[src/rtl/debug_view_sequencer_pkg.sv]
// Shared types for the debug view sequencer: display mode and freeze FSM states.
package debug_view_sequencer_pkg;

    typedef enum logic {
        VIEW_MANUAL = 1'b0,
        VIEW_AUTO   = 1'b1
    } view_mode_t;

    typedef enum logic {
        LIVE   = 1'b0,
        FROZEN = 1'b1
    } view_state_t;

    localparam int unsigned HIT_CNT_W = 16;

endpackage

[src/rtl/debug_view_sequencer_scroll_timer.sv]
// Auto-scroll divider: counts 0..SCROLL_DIV-1 while enabled and emits a one-cycle tick on terminal count.
module scroll_timer #(
    parameter  int unsigned SCROLL_DIV = 24'd5000000,
    localparam int unsigned CW         = (SCROLL_DIV > 1) ? $clog2(SCROLL_DIV) : 1
) (
    input  logic clock,
    input  logic reset_L,
    input  logic en,
    input  logic clr,
    output logic tick
);

    logic [CW-1:0] cnt;

    always_comb tick = en && !clr && (cnt == CW'(SCROLL_DIV - 1));

    always_ff @(posedge clock or negedge reset_L) begin
        if (!reset_L) begin
            cnt <= '0;
        end else if (clr) begin
            cnt <= '0;
        end else if (en) begin
            cnt <= tick ? '0 : cnt + 1'b1;
        end
    end

endmodule

[src/rtl/debug_view_sequencer.sv]
// Shows one pair of debug channels at a time (manual or auto-scrolled), with a
// breakpoint-triggered snapshot that freezes the view until released.
module debug_view_sequencer
    import debug_view_sequencer_pkg::*;
#(
    parameter  int unsigned NUM_CH     = 8,
    parameter  int unsigned WIDTH      = 16,
    parameter  int unsigned SCROLL_DIV = 24'd5000000,
    localparam int unsigned PW         = (NUM_CH / 2 > 1) ? $clog2(NUM_CH / 2) : 1
) (
    input  logic                     clock,
    input  logic                     reset_L,
    input  logic [NUM_CH*WIDTH-1:0]  ch_data,
    input  view_mode_t               mode,
    input  logic [PW-1:0]            sel_pair,
    input  logic [WIDTH-1:0]         pc,
    input  logic                     trig_en,
    input  logic [WIDTH-1:0]         trig_addr,
    input  logic                     freeze_clr,
    output logic [WIDTH-1:0]         disp1,
    output logic [WIDTH-1:0]         disp0,
    output logic [PW-1:0]            pair_idx,
    output logic                     frozen,
    output logic [HIT_CNT_W-1:0]     hit_count
);

    localparam int unsigned NPAIR = NUM_CH / 2;
    localparam int unsigned IW    = (NUM_CH > 1) ? $clog2(NUM_CH) : 1;

    view_state_t      state, state_next;
    logic             hit, tick, capture;
    logic [PW-1:0]    pair_next;
    logic [IW-1:0]    even_idx, odd_idx;
    logic [WIDTH-1:0] snapshot  [NUM_CH];
    logic [WIDTH-1:0] snap_next [NUM_CH];
    logic [WIDTH-1:0] view      [NUM_CH];

    always_comb hit = trig_en && (pc == trig_addr);

    scroll_timer #(.SCROLL_DIV(SCROLL_DIV)) u_scroll (
        .clock   (clock),
        .reset_L (reset_L),
        .en      (mode == VIEW_AUTO),
        .clr     (mode == VIEW_MANUAL),
        .tick    (tick)
    );

    always_ff @(posedge clock or negedge reset_L) begin
        if (!reset_L) state <= LIVE;
        else          state <= state_next;
    end

    always_comb begin
        state_next = state;
        case (state)
            LIVE:    if (hit && !freeze_clr) state_next = FROZEN;
            FROZEN:  if (freeze_clr)         state_next = LIVE;
            default: state_next = LIVE;
        endcase
    end

    always_comb begin
        capture = (state == LIVE) && (state_next == FROZEN);
        frozen  = (state == FROZEN);
    end

    // Display source follows the next state so disp* always agree with frozen on the same edge.
    always_comb begin
        for (int unsigned k = 0; k < NUM_CH; k++) begin
            snap_next[k] = capture ? ch_data[k*WIDTH +: WIDTH] : snapshot[k];
            view[k]      = (state_next == FROZEN) ? snap_next[k] : ch_data[k*WIDTH +: WIDTH];
        end
    end

    always_comb begin
        pair_next = pair_idx;
        if (mode == VIEW_MANUAL) begin
            pair_next = (32'(sel_pair) >= NPAIR) ? PW'(NPAIR - 1) : sel_pair;
        end else if (tick) begin
            pair_next = (32'(pair_idx) >= NPAIR - 1) ? '0 : pair_idx + 1'b1;
        end
        even_idx = IW'(2 * 32'(pair_next));
        odd_idx  = IW'(2 * 32'(pair_next) + 1);
    end

    always_ff @(posedge clock or negedge reset_L) begin
        if (!reset_L) begin
            for (int unsigned k = 0; k < NUM_CH; k++) snapshot[k] <= '0;
            disp1     <= '0;
            disp0     <= '0;
            pair_idx  <= '0;
            hit_count <= '0;
        end else begin
            for (int unsigned k = 0; k < NUM_CH; k++) snapshot[k] <= snap_next[k];
            disp1    <= view[odd_idx];
            disp0    <= view[even_idx];
            pair_idx <= pair_next;
            if (hit && (hit_count != '1)) hit_count <= hit_count + 1'b1;
        end
    end

endmodule

[config.mk]
export PLATFORM = sky130hd
export DESIGN_NAME = debug_view_sequencer
export DESIGN_NICKNAME = d
export VERILOG_FILES = /design/src/rtl/debug_view_sequencer_pkg.sv /design/src/rtl/debug_view_sequencer_scroll_timer.sv /design/src/rtl/debug_view_sequencer.sv
export SDC_FILE = /design/constraint.sdc
export NUM_CORES = 1
export LEC_CHECK = 0
export CORE_ASPECT_RATIO = 0.75
export CORE_MARGIN = 2
export CORE_UTILIZATION = 52
export CTS_CLUSTER_DIAMETER = 40
export DETAILED_ROUTE_END_ITERATION = 10
export GPL_TIMING_DRIVEN = 0
export PLACE_DENSITY = 0.83
export SLEW_MARGIN = 10
export SYNTH_ARGS = -nofsm -noshare
export SYNTH_HDL_FRONTEND = slang
export SYNTH_HIERARCHICAL = 1
export SYNTH_SLANG_ARGS = --single-unit
export TNS_END_PERCENT = 50
[constraint.sdc]
create_clock -name clock -period 3.6 [get_ports clock]
set_clock_uncertainty 0.1 [all_clocks]
set_input_delay 0.9 -clock clock [delete_from_list [all_inputs] [get_ports clock]]
set_output_delay 0.9 -clock clock [all_outputs]
set_load 0.02 [all_outputs]
==> reports/results.ini <==
[logic_synthesis]
seq_area_frac_synth_pct=48.35
post_synth.cell_area_avg_um2=15.44
synth_top_cells_by_area=dfrtp_1 48%, mux2_4 17%, mux4_2 14%
synth.cell_area_um2=10460
syn_nets=846
ys_ff_latch=202
yosysUniqueCellTypes=48
synth.top_cell.area_share_pct=48.35
synth.largest_area_cell=dfrtp_1
syn-instance-count=677
synth_warnings=6

[timing]
finalSetupTns_ps=0
fmax_ghz=0.2975
rsz0062_at_grt=no
drv_slew=0
tightest_slew_ps=800.1
fin_crit_sh_pct=93.37
setup_viol=0
slew_headroom_pct=46.66
layout_setup_ws_ps=238.6
fin_crit_ps=3361
hold_viol=0

[power]
p_per_area_nw_per_um2=424.4
internal_power_mw=4.501
irDropWorstVdd_v=0.0003256
power_frac_comb_pct=12.9
leakage_nw=6.443
swShare_pct=24.01
netSwitchingPower_mw=1.422
clkPwrFrac_pct=47.2
seq_power_share_pct=39.8

[outcome]
status=finished, final reports clean

[setup_path]
startpoint_type=flip-flop
cp.arrival_ps=3670
required_ps=3910
crit_family=simple AND/OR/NAND/NOR gates
critPathMaxFanout=10
criticalPathCategory=reg2reg
r2r-start=u_scroll/cnt[0]
max_stage_delay_ps=540
cp-end-kind=flip-flop
cp_num_buf_inv=2
cpMaxStageDelayCell=mux4_2
crit_path_start=u_scroll/cnt[0]
crit_chain=ha_1 > nand3_2 > nor4_4 > nand4_1 > nor2_1 > xnor2_1 > a21oi_2 > buf_6 > buf_4 > mux4_2 > mux2_2

[detailed_routing]
wl_per_cell_um=20.65
viasPerCell=5.747
wl_mm=24.70
ant_nets=0
vias=6873
first_pass_iters=5
remaining_drc_errors=0
dr.first_iter.drc_count=557

[global_route]
antenna_found_initial=1
grt_max_degree=103
grt_pass1_vias=7271
grtUsageTotal_pct=23.71
grt_pass1_wl_mm=40.12
overflow=0

[placement]
place_inst=1148
dpl_cell_area_um2=12980
pre_cts_ws_ps=-722.8
io_buffers=217
hpwl_mm=16.87
gp_congestion=0.8452

[clocking]
cts_htree_levels=1
cts_resized=11
tritoncts.num_buffers=26
clk_latency_ps=530
clock_sinks=202
root_buffer=clkbuf_16
clk_pin_slew_worst_paths_ps=70
cts_setup_buffers=0
ctsHoldBuffers=0
cts_tree=built
clk_path_buf_depth=3

[finish]
fillers=1289
fin_area_um2=13950
stdcell_count=1196
area_growth_syn_to_layout_pct=33.46
layout.nets=1092
drive_above_1_share_pct=32.70

[floorplanning]
io_pins=218
core_area_um2=19540
die_x_um=167.7
rows=44
die_y_um=126.8
dieArea_um2=21270
start_util_pct=53.50

[run]
drv_cap=0

[worst_hold_path]
hp-class=in2async

-- power by group through the flow --
stage | Sequential, mW | Combinational [mW] | Clock [mW]
final | 2.36 | 0.767 | 2.80
after global routing | 2.36 | 0.821 | 2.95
after CTS | 2.36 | 0.775 | 2.85
after detailed placement | 2.40 | 0.762 | 0
after global placement | 2.40 | 0.749 | 0
after floorplan | 2.46 | 0.270 | 0
-- cells in the final DEF, fill, tap and decap left out, types with 3 or more instances in the layout --
| master | Yosys | final |
|---|---|---|
| clkdlybuf4s50_1 | 0 | 215 |
| dfrtp_1 | 202 | 202 |
| mux2_4 | 120 | 120 |
| mux4_2 | 64 | 64 |
| mux2_2 | 34 | 34 |
| xor2_1 | 31 | 31 |
| clkbuf_16 | 0 | 27 |
| buf_6 | 17 | 20 |
| nand2_1 | 19 | 19 |
| nor2_1 | 17 | 17 |
| nand3_1 | 16 | 16 |
| a21oi_1 | 15 | 14 |
| nand4_1 | 14 | 14 |
| clkbuf_1 | 14 | 13 |
| nor4_1 | 12 | 12 |
| a31oi_1 | 11 | 11 |
| nor3_1 | 9 | 9 |
| mux2_1 | 8 | 8 |
| nand2b_1 | 7 | 7 |
| inv_6 | 0 | 6 |
| a22o_1 | 6 | 6 |
| a21o_1 | 5 | 5 |
| inv_1 | 4 | 4 |
| bufinv_16 | 0 | 4 |
| clkbuf_2 | 0 | 3 |
| nor4_2 | 3 | 3 |
| nand3_2 | 3 | 3 |
| buf_4 | 0 | 3 |
| or3_1 | 3 | 3 |
| clkinvlp_4 | 0 | 3 |
| o21ai_0 | 3 | 3 |
| mux2i_1 | 3 | 3 |
-- metrics by stage --
stage | power, mW | utilization (%) | hold WS, ps
finish | 5.922 | 71.40 | 293.0
global route | 6.133 | 71.38 | 361.2
CTS | 5.980 | 71.33 | 333.6
detailed placement | 3.161 | 66.40 | 376.2
global placement | 3.151 | 66.23 | 371.2
floorplan | 2.732 | - | 358.7
-- sequential cells by signal, indices dropped and copies added, names as in the netlist --
| signal | flops |
|---|---|
| snapshot | 128 |
| pair_idx | 2 |
| disp0 | 16 |
| frozen | 1 |
| u_scroll/cnt | 23 |
| disp1 | 16 |
| hit_count | 16 |
-- worst register-to-register path, stage by stage, from the launching register on --
cell	delay, ps
dfrtp_1	420
ha_1	230
nand3_2	180
nor4_4	340
nand4_1	150
nor2_1	200
xnor2_1	100
a21oi_2	220
buf_6	210
buf_4	270
mux4_2	540
mux2_2	290
-- final timing paths --
check,end,slack [ps],cells after the start
min reg2reg,snapshot[63],390,1
max,disp0[0],240,11
max reg2reg,disp0[0],240,11
min,u_scroll/cnt[11],290,1
max in group asynchronous,snapshot[83],2130,2
min in group clock,snapshot[63],390,1
-- cell usage after synthesis, drive strengths merged --
library cell	count
nor2b	1
dfrtp	202
nand3b	1
mux2	162
a21oi	16
nor3	9
a41oi	2
inv	4
or4	2
ha	2
o21ai	4
a21o	5
nand4bb	1
nor4	17
a31oi	11
nor4bb	2
clkbuf	14
mux4	64
nand2b	7
and4	1
o21ba	1
nor2	17
a41o	1
nand3	19
or3	3
and3b	1
nand2	19
or2	3
nand4	15
buf	26
a22o	6
mux2i	3
xnor2	2
xor2	31
nor4b	1
and3	2
-- cell families (layout without fill, tap and decap cells) --
family	Yosys count	in the layout	synth area share, %
mux	229	229	35.83
flops	202	202	48.35
other cells	0	1	0
buf+inv	44	309	2.884
xor+xnor	33	33	2.765
compound gates	46	46	2.872
fa+ha+maj	2	2	0.2393
simple gates	121	121	7.061
-- layer usage --
layer / up-vias / GRT usage [%] / share of wire [%]
met1: 3486 / 35.86 / 47
met3: 43 / 4.899 / 6.6
met4: 0 / 5.320 / 2.1
met5: - / 0 / 0
met2: 276 / 35.68 / 44
li1: 3068 / - / -
-- cell type report --
cell class	count	area, um^2	area share [%]
diodes	1	2.502	0.01793
plain buffers	40	317.8	2.278
clock buffers	31	710.7	5.093
clock inverters	16	226.5	1.623
inverters	4	15.01	0.1076
multi-input cells	431	5102	36.57
flip-flops and latches	202	5055	36.23
well taps	253	316.6	2.269
repair buffers	218	2207	15.82
Power figures use the tool's default switching activity.
